--- src/rtl/timer_counter_pkg.sv ---
// Shared constants for the memory-mapped down-counter timer: register map,
// CTRL bit layout, mode codes, FSM encodings and per-instance base addresses.
package timer_counter_pkg;

  localparam logic [1:0] OFF_CTRL   = 2'd0;
  localparam logic [1:0] OFF_PRESET = 2'd1;
  localparam logic [1:0] OFF_COUNT  = 2'd2;

  localparam int unsigned CTRL_EN      = 0;
  localparam int unsigned CTRL_MODE_LO = 1;
  localparam int unsigned CTRL_MODE_HI = 2;
  localparam int unsigned CTRL_IM      = 3;

  localparam logic [1:0] MODE_ONESHOT  = 2'b00;
  localparam logic [1:0] MODE_PERIODIC = 2'b01;

  localparam logic [1:0] ST_IDLE = 2'd0;
  localparam logic [1:0] ST_LOAD = 2'd1;
  localparam logic [1:0] ST_CNT  = 2'd2;
  localparam logic [1:0] ST_INT  = 2'd3;

  localparam logic [15:0] TC0_BASE = 16'h7f00;
  localparam logic [15:0] TC1_BASE = 16'h7f10;

  typedef struct packed {
    logic       im;
    logic [1:0] mode;
    logic       en;
  } ctrl_t;

endpackage

--- src/rtl/timer_counter_if.sv ---
// Word-offset register bus between the address bridge and one timer instance.
interface timer_counter_if;
  logic [3:2]  addr;
  logic        we;
  logic [31:0] din;
  logic [31:0] dout;
  logic        irq;

  modport master (output addr, we, din, input dout, irq);
  modport slave  (input addr, we, din, output dout, irq);
endinterface

--- src/rtl/timer_counter.sv ---
// 32-bit down-counter timer with one-shot/periodic modes and a maskable
// interrupt line; registers are word-addressed through the bridge.
module timer_counter
  import timer_counter_pkg::*;
(
  input  logic            clk,
  input  logic            reset,
  timer_counter_if.slave  bus
);

  ctrl_t       ctrl_q,     ctrl_d;
  logic [31:0] preset_q,   preset_d;
  logic [31:0] count_q,    count_d;
  logic [1:0]  state_q,    state_d;
  logic        irq_flag_q, irq_flag_d;

  always_comb begin
    ctrl_d     = ctrl_q;
    preset_d   = preset_q;
    count_d    = count_q;
    state_d    = state_q;
    irq_flag_d = irq_flag_q;

    case (state_q)
      ST_IDLE: begin
        if (ctrl_q.en) begin
          state_d    = ST_LOAD;
          irq_flag_d = 1'b0;
        end
      end
      ST_LOAD: begin
        count_d = preset_q;
        state_d = ST_CNT;
      end
      ST_CNT: begin
        if (!ctrl_q.en) begin
          state_d = ST_IDLE;
        end else if (count_q > 32'd1) begin
          count_d = count_q - 32'd1;
        end else begin
          count_d    = '0;
          irq_flag_d = 1'b1;
          state_d    = ST_INT;
        end
      end
      default: begin
        if (ctrl_q.mode == MODE_PERIODIC) begin
          irq_flag_d = 1'b0;
          state_d    = ST_LOAD;
        end else begin
          ctrl_d.en = 1'b0;
          state_d   = ST_IDLE;
        end
      end
    endcase

    // FSM decisions above use the pre-write CTRL; a bus write then
    // overrides every CTRL bit, including the one-shot EN auto-clear.
    if (bus.we) begin
      case (bus.addr)
        OFF_CTRL: begin
          ctrl_d.en   = bus.din[CTRL_EN];
          ctrl_d.mode = bus.din[CTRL_MODE_HI:CTRL_MODE_LO];
          ctrl_d.im   = bus.din[CTRL_IM];
        end
        OFF_PRESET: preset_d = bus.din;
        default: ;
      endcase
    end
  end

  always_ff @(posedge clk) begin
    if (reset) begin
      ctrl_q     <= '0;
      preset_q   <= '0;
      count_q    <= '0;
      state_q    <= ST_IDLE;
      irq_flag_q <= 1'b0;
    end else begin
      ctrl_q     <= ctrl_d;
      preset_q   <= preset_d;
      count_q    <= count_d;
      state_q    <= state_d;
      irq_flag_q <= irq_flag_d;
    end
  end

  always_comb begin
    case (bus.addr)
      OFF_CTRL:   bus.dout = {28'd0, ctrl_q};
      OFF_PRESET: bus.dout = preset_q;
      OFF_COUNT:  bus.dout = count_q;
      default:    bus.dout = '0;
    endcase
  end

  assign bus.irq = ctrl_q.im & irq_flag_q;

endmodule

--- src/flat_wrapper.sv ---
// flat-port wrapper written by rule: the top's interface ports become plain ports
module timer_counter_flat import timer_counter_pkg::*;
  (clk, reset, bus_addr, bus_we, bus_din, bus_dout, bus_irq);
  timer_counter_if bus_i ();
  input  logic clk;
  input  logic reset;
  input wire logic [$bits(bus_i.addr)-1:0] bus_addr;
  input wire logic [$bits(bus_i.we)-1:0] bus_we;
  input wire logic [$bits(bus_i.din)-1:0] bus_din;
  output wire logic [$bits(bus_i.dout)-1:0] bus_dout;
  output wire logic [$bits(bus_i.irq)-1:0] bus_irq;
  assign bus_i.addr = bus_addr;
  assign bus_i.we = bus_we;
  assign bus_i.din = bus_din;
  assign bus_dout = bus_i.dout;
  assign bus_irq = bus_i.irq;
  timer_counter u_core (.clk(clk), .reset(reset), .bus(bus_i));
endmodule
--- config.mk ---
export PLATFORM = sky130hd
export DESIGN_NAME = timer_counter_flat
export DESIGN_NICKNAME = d
export VERILOG_FILES = /design/src/rtl/timer_counter_pkg.sv /design/src/rtl/timer_counter_if.sv /design/src/rtl/timer_counter.sv /design/src/flat_wrapper.sv
export SDC_FILE = /design/constraint.sdc
export NUM_CORES = 1
export LEC_CHECK = 0
export CAP_MARGIN = 20
export CORE_MARGIN = 1.5
export CORE_UTILIZATION = 40
export CTS_CLUSTER_SIZE = 40
export DETAILED_ROUTE_END_ITERATION = 6
export HOLD_SLACK_MARGIN = 0.08
export PLACE_DENSITY = 0.67
export SLEW_MARGIN = 10
export SYNTH_ARGS = -nofsm -noshare
export SYNTH_HDL_FRONTEND = slang
export SYNTH_SLANG_ARGS = --single-unit
--- constraint.sdc ---
create_clock -name clk -period 4 [get_ports clk]
set_clock_uncertainty 0.15 [all_clocks]
set_input_delay 0.4 -clock clk [delete_from_list [all_inputs] [get_ports clk]]
set_output_delay 0.4 -clock clk [all_outputs]
set_load 0.02 [all_outputs]
==> metrics.txt, run 1 <==
# TYPE chip_impl_metric gauge
chip_impl_metric{name="viasPerCell",unit=""} 5.98
chip_impl_metric{name="grt_first_pass_wirelength",unit="mm"} 20.8
chip_impl_metric{name="grt_start_max_net_pins",unit=""} 60
chip_impl_metric{name="power.leakage",unit="nW"} 1.81
chip_impl_metric{name="fmax",unit="MHz"} 330
chip_impl_metric{name="antenna_left",unit=""} 0
chip_impl_info{name="grt_setup_unrepaired",value="false"} 1
chip_impl_metric{name="dieHeight",unit="um"} 104
chip_impl_info{name="min-delay-path-class",value="reg2reg"} 1
chip_impl_metric{name="synth_top_area_share",unit="%"} 34.9
chip_impl_metric{name="start_util",unit="%"} 41.5
chip_impl_metric{name="seq_area_frac_synth",unit="%"} 34.9
chip_impl_metric{name="cell_area_after_synthesis",unit="sq um"} 4070
chip_impl_metric{name="clkTransAtPathRegs",unit="ps"} 70
chip_impl_metric{name="min_period",unit="ps"} 3030
chip_impl_metric{name="grt_overflow_total",unit=""} 0
chip_impl_metric{name="synth_fp_nets",unit=""} 563
chip_impl_metric{name="report.final.hold_viol_count",unit=""} 0
chip_impl_metric{name="dieWidth",unit="um"} 104
chip_impl_metric{name="cts-root-to-sink-buffers",unit=""} 2
chip_impl_metric{name="syn_inst",unit=""} 524
chip_impl_info{name="synth_flop_cell",value="sky130_fd_sc_hd__dfxtp_1"} 1
chip_impl_metric{name="final-setup-viol-count",unit=""} 0
chip_impl_metric{name="max_stage_delay",unit="ps"} 690
chip_impl_metric{name="fraction_of_final_layout_cells_with_drive_strength_greater_than_1",unit="%"} 8.12
chip_impl_metric{name="design.final.nets",unit=""} 613
chip_impl_metric{name="holdBufCountCts",unit=""} 0
chip_impl_metric{name="switching_power",unit="uW"} 427
chip_impl_metric{name="post-cts-setup-buffers",unit=""} 0
chip_impl_metric{name="remaining_drc_errors",unit=""} 0
chip_impl_metric{name="clkLatencyLatePin",unit="ps"} 350
chip_impl_metric{name="design.die.area",unit="sq um"} 10800
chip_impl_info{name="outcome",value="finished, final reports clean"} 1
chip_impl_info{name="worstPathCellList",value="clkdlybuf4s50_1 > nor2b_2 > buf_4 > a22o_1 > clkdlybuf4s50_1"} 1
chip_impl_info{name="synth_area_leaders",value="sky130_fd_sc_hd__dfxtp_1 35%, sky130_fd_sc_hd__nand2_1 8.5%, sky130_fd_sc_hd__a21oi_1 7.0%"} 1
chip_impl_info{name="tritoncts",value="yes"} 1
chip_impl_info{name="yosysMostFrequentCell",value="sky130_fd_sc_hd__nand2_1"} 1
chip_impl_metric{name="detailedRoute.firstIterationViolations",unit=""} 366
chip_impl_metric{name="yosysWarningCount",unit=""} 0
chip_impl_metric{name="endpoint_required_time_on_the_critical_path",unit="ps"} 3450
chip_impl_info{name="ctsRootBufferMaster",value="sky130_fd_sc_hd__clkbuf_8"} 1
chip_impl_metric{name="internal-power",unit="mW"} 1.17
chip_impl_metric{name="sinks_on_the_clock_net",unit=""} 71
chip_impl_metric{name="routed_vias",unit=""} 4258
chip_impl_metric{name="maxCapViolCount",unit=""} 0
chip_impl_metric{name="hold_slack",unit="ps"} 329
chip_impl_metric{name="area.growth.synth_to_final",unit="%"} 24.3
chip_impl_metric{name="gp_congestion",unit=""} 0.903
chip_impl_metric{name="num_io_pins",unit=""} 70
chip_impl_info{name="cell_repeated_most_along_the_worst_path",value="sky130_fd_sc_hd__clkdlybuf4s50_1"} 1
chip_impl_metric{name="tightestPinTransition",unit="ps"} 1020
chip_impl_metric{name="rows",unit=""} 36
chip_impl_metric{name="crit_buf_inv",unit=""} 3
chip_impl_metric{name="antenna_cells_inserted",unit=""} 0
chip_impl_metric{name="period_share",unit="%"} 75.7
chip_impl_metric{name="post-dp-hpwl",unit="mm"} 8.75
chip_impl_metric{name="pwr-share-seq",unit="%"} 46.3
chip_impl_metric{name="core_area",unit="sq um"} 9820
chip_impl_metric{name="power_switching_share",unit="%"} 26.7
chip_impl_metric{name="io_buffers",unit=""} 69
chip_impl_metric{name="ir_drop",unit="V"} 0.000178
chip_impl_metric{name="finalMaxSlewViolations",unit=""} 0
chip_impl_metric{name="power_density",unit="nW/um^2"} 316
chip_impl_metric{name="cts_max_level",unit=""} 3
chip_impl_info{name="start_kind",value="primary input"} 1
chip_impl_info{name="worstSetupPathType",value="in2out"} 1
chip_impl_metric{name="timing.max_slew.rel_slack",unit="%"} 31.6
chip_impl_metric{name="routed_wl",unit="mm"} 13.0
chip_impl_info{name="cp-end-kind",value="output pin"} 1
chip_impl_metric{name="number_of_global_route_vias_before_repair",unit=""} 3884
chip_impl_metric{name="cell_variety_after_synth",unit=""} 64
chip_impl_metric{name="grtUsageTotal",unit="%"} 24.1
chip_impl_metric{name="share_comb_of_total_power",unit="%"} 14.5
chip_impl_metric{name="place_worst_setup_slack",unit="ps"} 989
chip_impl_metric{name="synth-edff-count",unit=""} 0
chip_impl_info{name="critPathTopFamily",value="buffers and inverters"} 1
chip_impl_metric{name="timing.critical_path.fanout_max",unit=""} 30
chip_impl_metric{name="synth_async_sr_flop_share",unit="%"} 0
chip_impl_metric{name="drt_first_pass_iters",unit=""} 5
chip_impl_metric{name="cts_repair_resize_count",unit=""} 0
chip_impl_metric{name="yosys_register_bits",unit=""} 71
chip_impl_metric{name="finalPower",unit="mW"} 1.60
chip_impl_info{name="critical_path.slowest_cell",value="sky130_fd_sc_hd__clkdlybuf4s50_1"} 1
chip_impl_metric{name="cts_buffers",unit=""} 9
chip_impl_metric{name="critical_path_at",unit="ps"} 2480
chip_impl_metric{name="setup-tns-final",unit="ps"} 0
chip_impl_metric{name="grt_antenna_before_repair",unit=""} 0
chip_impl_info{name="top_cell_type_by_total_area_after_synthesis",value="sky130_fd_sc_hd__dfxtp_1"} 1
chip_impl_metric{name="setup_ws",unit="ps"} 971
chip_impl_info{name="synth.top_cells.by_count",value="92 x sky130_fd_sc_hd__nand2_1, 71 x sky130_fd_sc_hd__dfxtp_1, 57 x sky130_fd_sc_hd__a21oi_1"} 1
chip_impl_metric{name="power.share.clock",unit="%"} 39.2
chip_impl_metric{name="syn_avg_cell_area",unit="sq um"} 7.77
chip_impl_metric{name="final_routed_wire_length_divided_by_cell_count",unit="um"} 18.2
## per-layer routing
metal	vias to the layer above	share of wire [%]	track usage, %
met5	-	0	0
met4	0	2.1	8.83
met3	26	5.6	4.01
met2	170	46	37.6
met1	1997	47	33.3
li1	2065	-	-
## worst min-delay path, delay by kind of cell (launching register included)
kind,cells,cell delay (ps)
DFF,1,330
and+or+nand+nor,1,60
AOI/OAI and AO/OA,1,50
## placed cells by master, fill, tap and decap left out, drive strengths merged, types with 4 or more instances in the layout
cell type | Yosys | final
or4 | 9 | 9
a21oi | 57 | 57
nand3 | 13 | 13
a22o | 28 | 28
o221ai | 4 | 4
nand2 | 93 | 93
nor3 | 12 | 12
o21ai | 18 | 18
nand4 | 6 | 6
nor4 | 15 | 15
mux2i | 14 | 14
clkdlybuf4s50 | 0 | 68
a31oi | 8 | 8
o22ai | 7 | 7
clkbuf | 37 | 10
nor2b | 5 | 5
nor2 | 33 | 33
a32oi | 9 | 9
a211oi | 5 | 5
and2 | 5 | 5
nand2b | 4 | 4
buf | 9 | 17
inv | 7 | 7
dfxtp | 71 | 71
or3 | 4 | 4
## final timing paths
check	from	endpoint	slack, ps	cells past startpoint
min reg2reg	u_core.preset_q[18]	u_core.preset_q[18]	330	2
max	bus_addr[0]	bus_dout[14]	970	5
min	u_core.preset_q[18]	u_core.preset_q[18]	330	2
max reg2reg	u_core.count_q[0]	u_core.count_q[20]	1140	7
## metrics by stage
stage                     std cells  utilization, %  cell area [sq um]
after floorplan                 524               -               4070
after global routing            712            51.6               5060
after global placement          695            49.3               4840
after detailed placement        695            49.3               4840
final                           712            51.6               5060
after CTS                       711            51.5               5060
## registers in the layout, indices dropped and copies added (netlist names)
signal,count
u_core.state_q,2
u_core.preset_q,32
u_core.count_q,32
u_core.irq_flag_q,1
u_core.ctrl_q,4
## power groups by stage
stage | Clock [mW] | Combinational (mW) | Sequential, mW
2_1_floorplan | 0 | 0.148 | 0.749
4_1_cts | 0.639 | 0.230 | 0.740
6_report | 0.626 | 0.232 | 0.741
5_1_grt | 0.682 | 0.250 | 0.744
3_5_place_dp | 0 | 0.229 | 0.757
3_3_place_gp | 0 | 0.226 | 0.756
## logic make-up after synthesis
logic type	after synthesis	synth area share, %
flip-flops	71	34.9
multiplexers	15	3.72
AND/OR/NAND/NOR	210	25.7
AO/OA/AOI/OAI	170	28.9
XOR/XNOR	3	0.645
buffers and inverters	53	5.53
adder cells (fa/ha/maj)	2	0.614
## final cells by class
type                            instances  area, sq um
Clock buffer                           10          128
Timing Repair Buffer                   85          806
Clock inverter                          6         85.1
Sequential cell                        71         1420
Multi-Input combinational cell        400         2430
Inverter                                7         26.3
Tap cell                              133          166
Fill cell                            1017         4750
Power figures use the tool's default switching activity.
==> run 2, diff against run 1 <==
- clock period: 4 -> 3 ns (I/O delays scaled with it)
==> run 2 against run 1 <==
Effect of this change:
- clock power increased by 12%
- die area did not move
- worst hold slack lost 2.7 ps
- worst setup slack lost 650 ps
- critical path depth unchanged
- sequential power is 33% higher
- count of clock-buffer cells in the layout grew 2
- largest cell class unchanged
==> metrics.txt, run 2 (same netlist as run 1, synthesis figures left out) <==
# TYPE chip_impl_metric gauge
chip_impl_info{name="outcome",value="finished, final reports clean"} 1
chip_impl_metric{name="detailedRoute.firstIterationViolations",unit=""} 413
chip_impl_metric{name="remaining_drc_errors",unit=""} 0
chip_impl_metric{name="drt_first_pass_iters",unit=""} 5
chip_impl_metric{name="antenna_cells_inserted",unit=""} 0
chip_impl_metric{name="critical_path_at",unit="ps"} 2790
chip_impl_info{name="worstSetupPathType",value="reg2reg"} 1
chip_impl_metric{name="finalMaxSlewViolations",unit=""} 0
chip_impl_metric{name="sinks_on_the_clock_net",unit=""} 71
chip_impl_info{name="grt_setup_unrepaired",value="false"} 1
chip_impl_metric{name="timing.max_slew.rel_slack",unit="%"} 47.2
chip_impl_metric{name="final_routed_wire_length_divided_by_cell_count",unit="um"} 18.4
chip_impl_info{name="critical_path.endpoint",value="u_core.count_q[14]"} 1
chip_impl_metric{name="ir_drop",unit="V"} 0.000184
chip_impl_metric{name="report.final.hold_viol_count",unit=""} 0
chip_impl_info{name="ctsRootBufferMaster",value="sky130_fd_sc_hd__clkbuf_8"} 1
chip_impl_metric{name="grt_first_pass_wirelength",unit="mm"} 20.8
chip_impl_metric{name="clkLatencyLatePin",unit="ps"} 360
chip_impl_metric{name="design.final.nets",unit=""} 620
chip_impl_metric{name="multiInputGateArea",unit="sq um"} 2430
chip_impl_metric{name="dieHeight",unit="um"} 104
chip_impl_metric{name="fmax",unit="MHz"} 374
chip_impl_metric{name="cts-root-to-sink-buffers",unit=""} 2
chip_impl_metric{name="setup_ws",unit="ps"} 323
chip_impl_metric{name="final-setup-viol-count",unit=""} 0
chip_impl_info{name="start_kind",value="flip-flop"} 1
chip_impl_info{name="layout_common_cells",value="92 x sky130_fd_sc_hd__nand2_1, 71 x sky130_fd_sc_hd__dfxtp_1, 68 x sky130_fd_sc_hd__clkdlybuf4s50_1"} 1
chip_impl_metric{name="endpoint_required_time_on_the_critical_path",unit="ps"} 3110
chip_impl_info{name="min-delay-path-class",value="reg2reg"} 1
chip_impl_metric{name="n_fill_cell",unit=""} 998
chip_impl_metric{name="antenna_left",unit=""} 0
chip_impl_metric{name="grt_start_max_net_pins",unit=""} 60
chip_impl_metric{name="grtUsageTotal",unit="%"} 24.2
chip_impl_metric{name="post-cts-setup-buffers",unit=""} 0
chip_impl_metric{name="gp_congestion",unit=""} 0.950
chip_impl_metric{name="timing.critical_path.fanout_max",unit=""} 10
chip_impl_info{name="reg.largest.list",value="u_core.count_q: 32 flops, u_core.preset_q: 32 flops, u_core.ctrl_q: 4 flops"} 1
chip_impl_metric{name="clkTransAtPathRegs",unit="ps"} 70
chip_impl_metric{name="fraction_of_final_layout_cells_with_drive_strength_greater_than_1",unit="%"} 9.22
chip_impl_info{name="layout.cells.most_common",value="sky130_fd_sc_hd__nand2_1"} 1
chip_impl_metric{name="power_density",unit="nW/um^2"} 393
chip_impl_info{name="worst_setup_path_startpoint",value="u_core.count_q[8]"} 1
chip_impl_metric{name="start_util",unit="%"} 41.5
chip_impl_metric{name="grt_overflow_total",unit=""} 0
chip_impl_metric{name="dieWidth",unit="um"} 104
chip_impl_metric{name="viasPerCell",unit=""} 6.08
chip_impl_metric{name="area.growth.synth_to_final",unit="%"} 25.6
chip_impl_metric{name="maxCapViolCount",unit=""} 0
chip_impl_metric{name="cts_repair_resize_count",unit=""} 0
chip_impl_metric{name="io_buffers",unit=""} 69
chip_impl_info{name="worst_r2r_startpoint",value="u_core.count_q[8]"} 1
chip_impl_metric{name="number_of_global_route_vias_before_repair",unit=""} 4018
chip_impl_metric{name="power.leakage",unit="nW"} 1.85
chip_impl_metric{name="grt_antenna_before_repair",unit=""} 0
chip_impl_metric{name="tightestPinTransition",unit="ps"} 791
chip_impl_metric{name="routed_wl",unit="mm"} 13.2
chip_impl_metric{name="min_period",unit="ps"} 2680
chip_impl_metric{name="period_share",unit="%"} 89.2
chip_impl_metric{name="design.die.area",unit="sq um"} 10800
chip_impl_metric{name="ff_latch_area",unit="sq um"} 1420
chip_impl_metric{name="rows",unit=""} 36
chip_impl_metric{name="setup-tns-final",unit="ps"} 0
chip_impl_info{name="cp-end-kind",value="flip-flop"} 1
chip_impl_metric{name="cts_buffers",unit=""} 9
chip_impl_metric{name="worst-r2r-setup-slack",unit="ps"} 320
chip_impl_metric{name="holdBufCountCts",unit=""} 0
chip_impl_info{name="tritoncts",value="yes"} 1
chip_impl_info{name="timing.rr.end",value="u_core.count_q[14]"} 1
chip_impl_metric{name="layout.core_utilization",unit="%"} 52.1
chip_impl_metric{name="num_io_pins",unit=""} 70
chip_impl_metric{name="core_area",unit="sq um"} 9820
chip_impl_metric{name="post-dp-hpwl",unit="mm"} 8.99
chip_impl_metric{name="place_worst_setup_slack",unit="ps"} 336
chip_impl_metric{name="r2r_cells",unit=""} 5
chip_impl_metric{name="routed_vias",unit=""} 4370
chip_impl_metric{name="cts_max_level",unit=""} 3
==> run 2: power breakdown <==
part | switching (mW) | internal (mW)
clock | 0.364 | 0.340
sequential | 0.0244 | 0.963
combinational | 0.178 | 0.144
total | 0.566 | 1.45
==> run 2: area by class of cell <==
class,instances,area share (%)
tap,133,3.25
clock inverter,4,0.391
sequential,71,27.8
inverter,7,0.513
clock buffer,12,3.03
multi-input combinational,400,47.5
timing repair buffer,92,17.5
==> run 2: through the flow <==
stage / std cells / power (mW) / area [sq um] / hold WS [ps]
3_5_place_dp: 703 / 1.33 / 4940 / 318
2_1_floorplan: 524 / 1.20 / 4070 / 286
6_report: 719 / 2.01 / 5120 / 327
3_3_place_gp: 703 / 1.32 / 4940 / 312
4_1_cts: 719 / 2.03 / 5120 / 319
5_1_grt: 719 / 2.10 / 5120 / 320
==> run 2: worst max-delay path, stage by stage, from the launching register on <==
cell                        delay [ps]
sky130_fd_sc_hd__dfxtp_1           410
sky130_fd_sc_hd__or4_4             670
sky130_fd_sc_hd__or4_4             480
sky130_fd_sc_hd__a311oi_1          400
sky130_fd_sc_hd__a211oi_1          110
sky130_fd_sc_hd__a2111oi_2         360
==> run 2: worst min-delay path by stage <==
stage	start	endpoint	slack, ps	cells after the start
after global routing	bus_din[12]	u_core.preset_q[12]	320	3
after CTS	bus_din[15]	u_core.preset_q[15]	320	3
after global placement	u_core.preset_q[29]	u_core.preset_q[29]	310	2
final	u_core.preset_q[22]	u_core.preset_q[22]	330	2
after floorplan	bus_din[11]	u_core.preset_q[11]	290	2
after detailed placement	u_core.preset_q[22]	u_core.preset_q[22]	320	2
==> run 2: per-layer routing <==
metal / GRT usage, % / vias to the layer above / wire length (um)
li1: - / 2068 / -
met1: 32.2 / 2090 / 6060
met2: 38.9 / 192 / 6190
met3: 4.45 / 20 / 770
met4: 9.33 / 0 / 220
met5: 0 / - / 0
==> run 3, diff against run 2 <==
==> constraint.sdc (replaced) <==
create_clock -name clk -period 3 [get_ports clk]
set_clock_uncertainty 0.15 [all_clocks]
set_input_delay 0.6 -clock clk [delete_from_list [all_inputs] [get_ports clk]]
set_output_delay 0.6 -clock clk [all_outputs]
set_load 0.02 [all_outputs]
==> run 3 against run 2 <==
Effect of this change:
- worst hold slack gained 1.8 ps
- count of clock-buffer cells in the layout shrank 1
- critical endpoint is now bus_dout[12]
- power grew 17%
- clock power grew 48%
- maximum frequency shrank 4.7%
- worst setup slack lost 130 ps
- register-to-register slack gained 40 ps
- die area is the same
- cell area grew 1.6%
==> metrics.txt, run 3 (same netlist as run 1, synthesis figures left out) <==
# TYPE chip_impl_metric gauge
chip_impl_metric{name="grt_antenna_before_repair",unit=""} 0
chip_impl_metric{name="start_util",unit="%"} 41.5
chip_impl_metric{name="min_period",unit="ps"} 2810
chip_impl_metric{name="cts-root-to-sink-buffers",unit=""} 2
chip_impl_metric{name="n_fill_cell",unit=""} 1011
chip_impl_metric{name="max_stage_delay",unit="ps"} 510
chip_impl_metric{name="dieHeight",unit="um"} 104
chip_impl_metric{name="cts_repair_resize_count",unit=""} 32
chip_impl_metric{name="timing.critical_path.fanout_max",unit=""} 30
chip_impl_metric{name="timing.max_slew.rel_slack",unit="%"} 56.7
chip_impl_metric{name="tightestPinTransition",unit="ps"} 649
chip_impl_info{name="critical_path.slowest_cell",value="sky130_fd_sc_hd__clkdlybuf4s50_1"} 1
chip_impl_metric{name="clkTransAtPathRegs",unit="ps"} 70
chip_impl_metric{name="grt_start_max_net_pins",unit=""} 60
chip_impl_metric{name="power_density",unit="nW/um^2"} 452
chip_impl_metric{name="fmax",unit="MHz"} 356
chip_impl_metric{name="r2r_cells",unit=""} 5
chip_impl_info{name="min-delay-path-class",value="reg2reg"} 1
chip_impl_info{name="ctsRootBufferMaster",value="sky130_fd_sc_hd__clkbuf_8"} 1
chip_impl_info{name="grt_setup_unrepaired",value="false"} 1
chip_impl_metric{name="final-setup-viol-count",unit=""} 0
chip_impl_metric{name="finalPower",unit="mW"} 2.35
chip_impl_metric{name="period_share",unit="%"} 93.6
chip_impl_metric{name="holdBufCountCts",unit=""} 0
chip_impl_info{name="start_kind",value="primary input"} 1
chip_impl_metric{name="number_of_global_route_vias_before_repair",unit=""} 4071
chip_impl_metric{name="antenna_left",unit=""} 0
chip_impl_metric{name="ir_drop",unit="V"} 0.000225
chip_impl_metric{name="grt_overflow_total",unit=""} 0
chip_impl_metric{name="finalMaxSlewViolations",unit=""} 0
chip_impl_metric{name="drt_first_pass_iters",unit=""} 5
chip_impl_info{name="layout_common_cells",value="92 x sky130_fd_sc_hd__nand2_1, 71 x sky130_fd_sc_hd__dfxtp_1, 57 x sky130_fd_sc_hd__a21oi_1"} 1
chip_impl_metric{name="antenna_cells_inserted",unit=""} 0
chip_impl_metric{name="routed_vias",unit=""} 4308
chip_impl_info{name="timing.rr.end",value="u_core.count_q[14]"} 1
chip_impl_info{name="cp-end-kind",value="output pin"} 1
chip_impl_metric{name="worst-r2r-setup-slack",unit="ps"} 360
chip_impl_metric{name="design.die.area",unit="sq um"} 10800
chip_impl_metric{name="report.final.hold_viol_count",unit=""} 0
chip_impl_metric{name="post-cts-setup-buffers",unit=""} 0
chip_impl_info{name="critical_path.endpoint",value="bus_dout[12]"} 1
chip_impl_metric{name="layout.core_utilization",unit="%"} 52.9
chip_impl_metric{name="endpoint_required_time_on_the_critical_path",unit="ps"} 2250
chip_impl_metric{name="rows",unit=""} 36
chip_impl_metric{name="core_area",unit="sq um"} 9820
chip_impl_metric{name="dieWidth",unit="um"} 104
chip_impl_metric{name="io_buffers",unit=""} 69
chip_impl_metric{name="final_routed_wire_length_divided_by_cell_count",unit="um"} 18.0
chip_impl_info{name="worst_setup_path_startpoint",value="bus_addr[0]"} 1
chip_impl_metric{name="power.leakage",unit="nW"} 2.06
chip_impl_metric{name="post-dp-hpwl",unit="mm"} 8.84
chip_impl_metric{name="detailedRoute.firstIterationViolations",unit=""} 293
chip_impl_info{name="worst_r2r_startpoint",value="u_core.count_q[8]"} 1
chip_impl_metric{name="grtUsageTotal",unit="%"} 24.0
chip_impl_info{name="worstSetupPathType",value="in2out"} 1
chip_impl_info{name="reg.largest.list",value="u_core.count_q: 32 flops, u_core.preset_q: 32 flops, u_core.ctrl_q: 4 flops"} 1
chip_impl_metric{name="viasPerCell",unit=""} 5.95
chip_impl_metric{name="gp_congestion",unit=""} 0.954
chip_impl_metric{name="clkLatencyLatePin",unit="ps"} 360
chip_impl_metric{name="sinks_on_the_clock_net",unit=""} 71
chip_impl_info{name="outcome",value="finished, final reports clean"} 1
chip_impl_info{name="layout.cells.most_common",value="sky130_fd_sc_hd__nand2_1"} 1
chip_impl_metric{name="critical_path_at",unit="ps"} 2060
chip_impl_metric{name="remaining_drc_errors",unit=""} 0
chip_impl_info{name="tritoncts",value="yes"} 1
chip_impl_metric{name="area.growth.synth_to_final",unit="%"} 27.6
chip_impl_metric{name="cts_max_level",unit=""} 3
chip_impl_metric{name="maxCapViolCount",unit=""} 0
chip_impl_metric{name="design.final.nets",unit=""} 625
chip_impl_metric{name="fraction_of_final_layout_cells_with_drive_strength_greater_than_1",unit="%"} 9.98
chip_impl_metric{name="routed_wl",unit="mm"} 13.0
chip_impl_metric{name="grt_first_pass_wirelength",unit="mm"} 21.0
chip_impl_metric{name="num_io_pins",unit=""} 70
chip_impl_info{name="worstPathCellList",value="clkdlybuf4s50_1 > nor2b_2 > buf_12 > a22o_1 > dlygate4sd2_1"} 1
chip_impl_metric{name="cts_buffers",unit=""} 9
-- run 3: changes by cell type in the layout (fill, tap and decap cells not counted), sizes merged --
cell / before / now
clkdlybuf4s50: 68 / 36
dlygate4sd2: 0 / 32
buf: 24 / 29
bufinv: 0 / 4
clkinv: 4 / 1
clkbuf: 12 / 11
-- run 3: worst min path at each step --
stage	from	to	slack, ps	cells after the start
2_1_floorplan	u_core.preset_q[28]	u_core.preset_q[28]	300	2
3_3_place_gp	u_core.preset_q[28]	u_core.preset_q[28]	310	2
3_5_place_dp	u_core.preset_q[22]	u_core.preset_q[22]	320	2
4_1_cts	u_core.preset_q[22]	u_core.preset_q[22]	330	2
5_1_grt	u_core.preset_q[22]	u_core.preset_q[22]	350	2
6_report	u_core.preset_q[28]	u_core.preset_q[28]	330	2
-- run 3: area by class of cell --
cell class	count	area (sq um)	share of cell area, %
clock buffers	11	141	2.72
clock inverters	5	129	2.48
inverters	7	26.3	0.506
multi-input cells	400	2430	46.8
flip-flops and latches	71	1420	27.3
well taps	133	166	3.20
repair buffers	97	881	16.9
-- run 3: worst max-delay path: cells and delay by family --
family	cells	cell delay, ps
buffers and inverters	3	1060
and+or+nand+nor	1	200
AOI/OAI and AO/OA	1	190
-- run 3: report_power, final --
part / internal (mW) / switching [mW] / leakage [nW]
Sequential: 0.963 / 0.0241 / 0.575
Clock: 0.661 / 0.382 / 0.134
Combinational: 0.141 / 0.177 / 1.35
-- run 3: per-layer routing --
layer / vias up / GRT usage (%) / share of wire (%)
met5: - / 0 / 0
met4: 0 / 8.63 / 1.6
met3: 21 / 4.57 / 5.7
met2: 157 / 38.6 / 47
met1: 2050 / 32.1 / 46
li1: 2080 / - / -
-- run 3: per-stage QoR --
stage	setup TNS [ps]	cells	hold WS, ps	area [sq um]	worst slack (ps)
after floorplan	0	524	295	4070	295
after global placement	-926	708	313	4970	-58.4
after detailed placement	-1440	708	319	4970	-76.3
after CTS	0	724	330	5200	191
after global routing	0	724	350	5200	117
final	0	724	328	5200	191
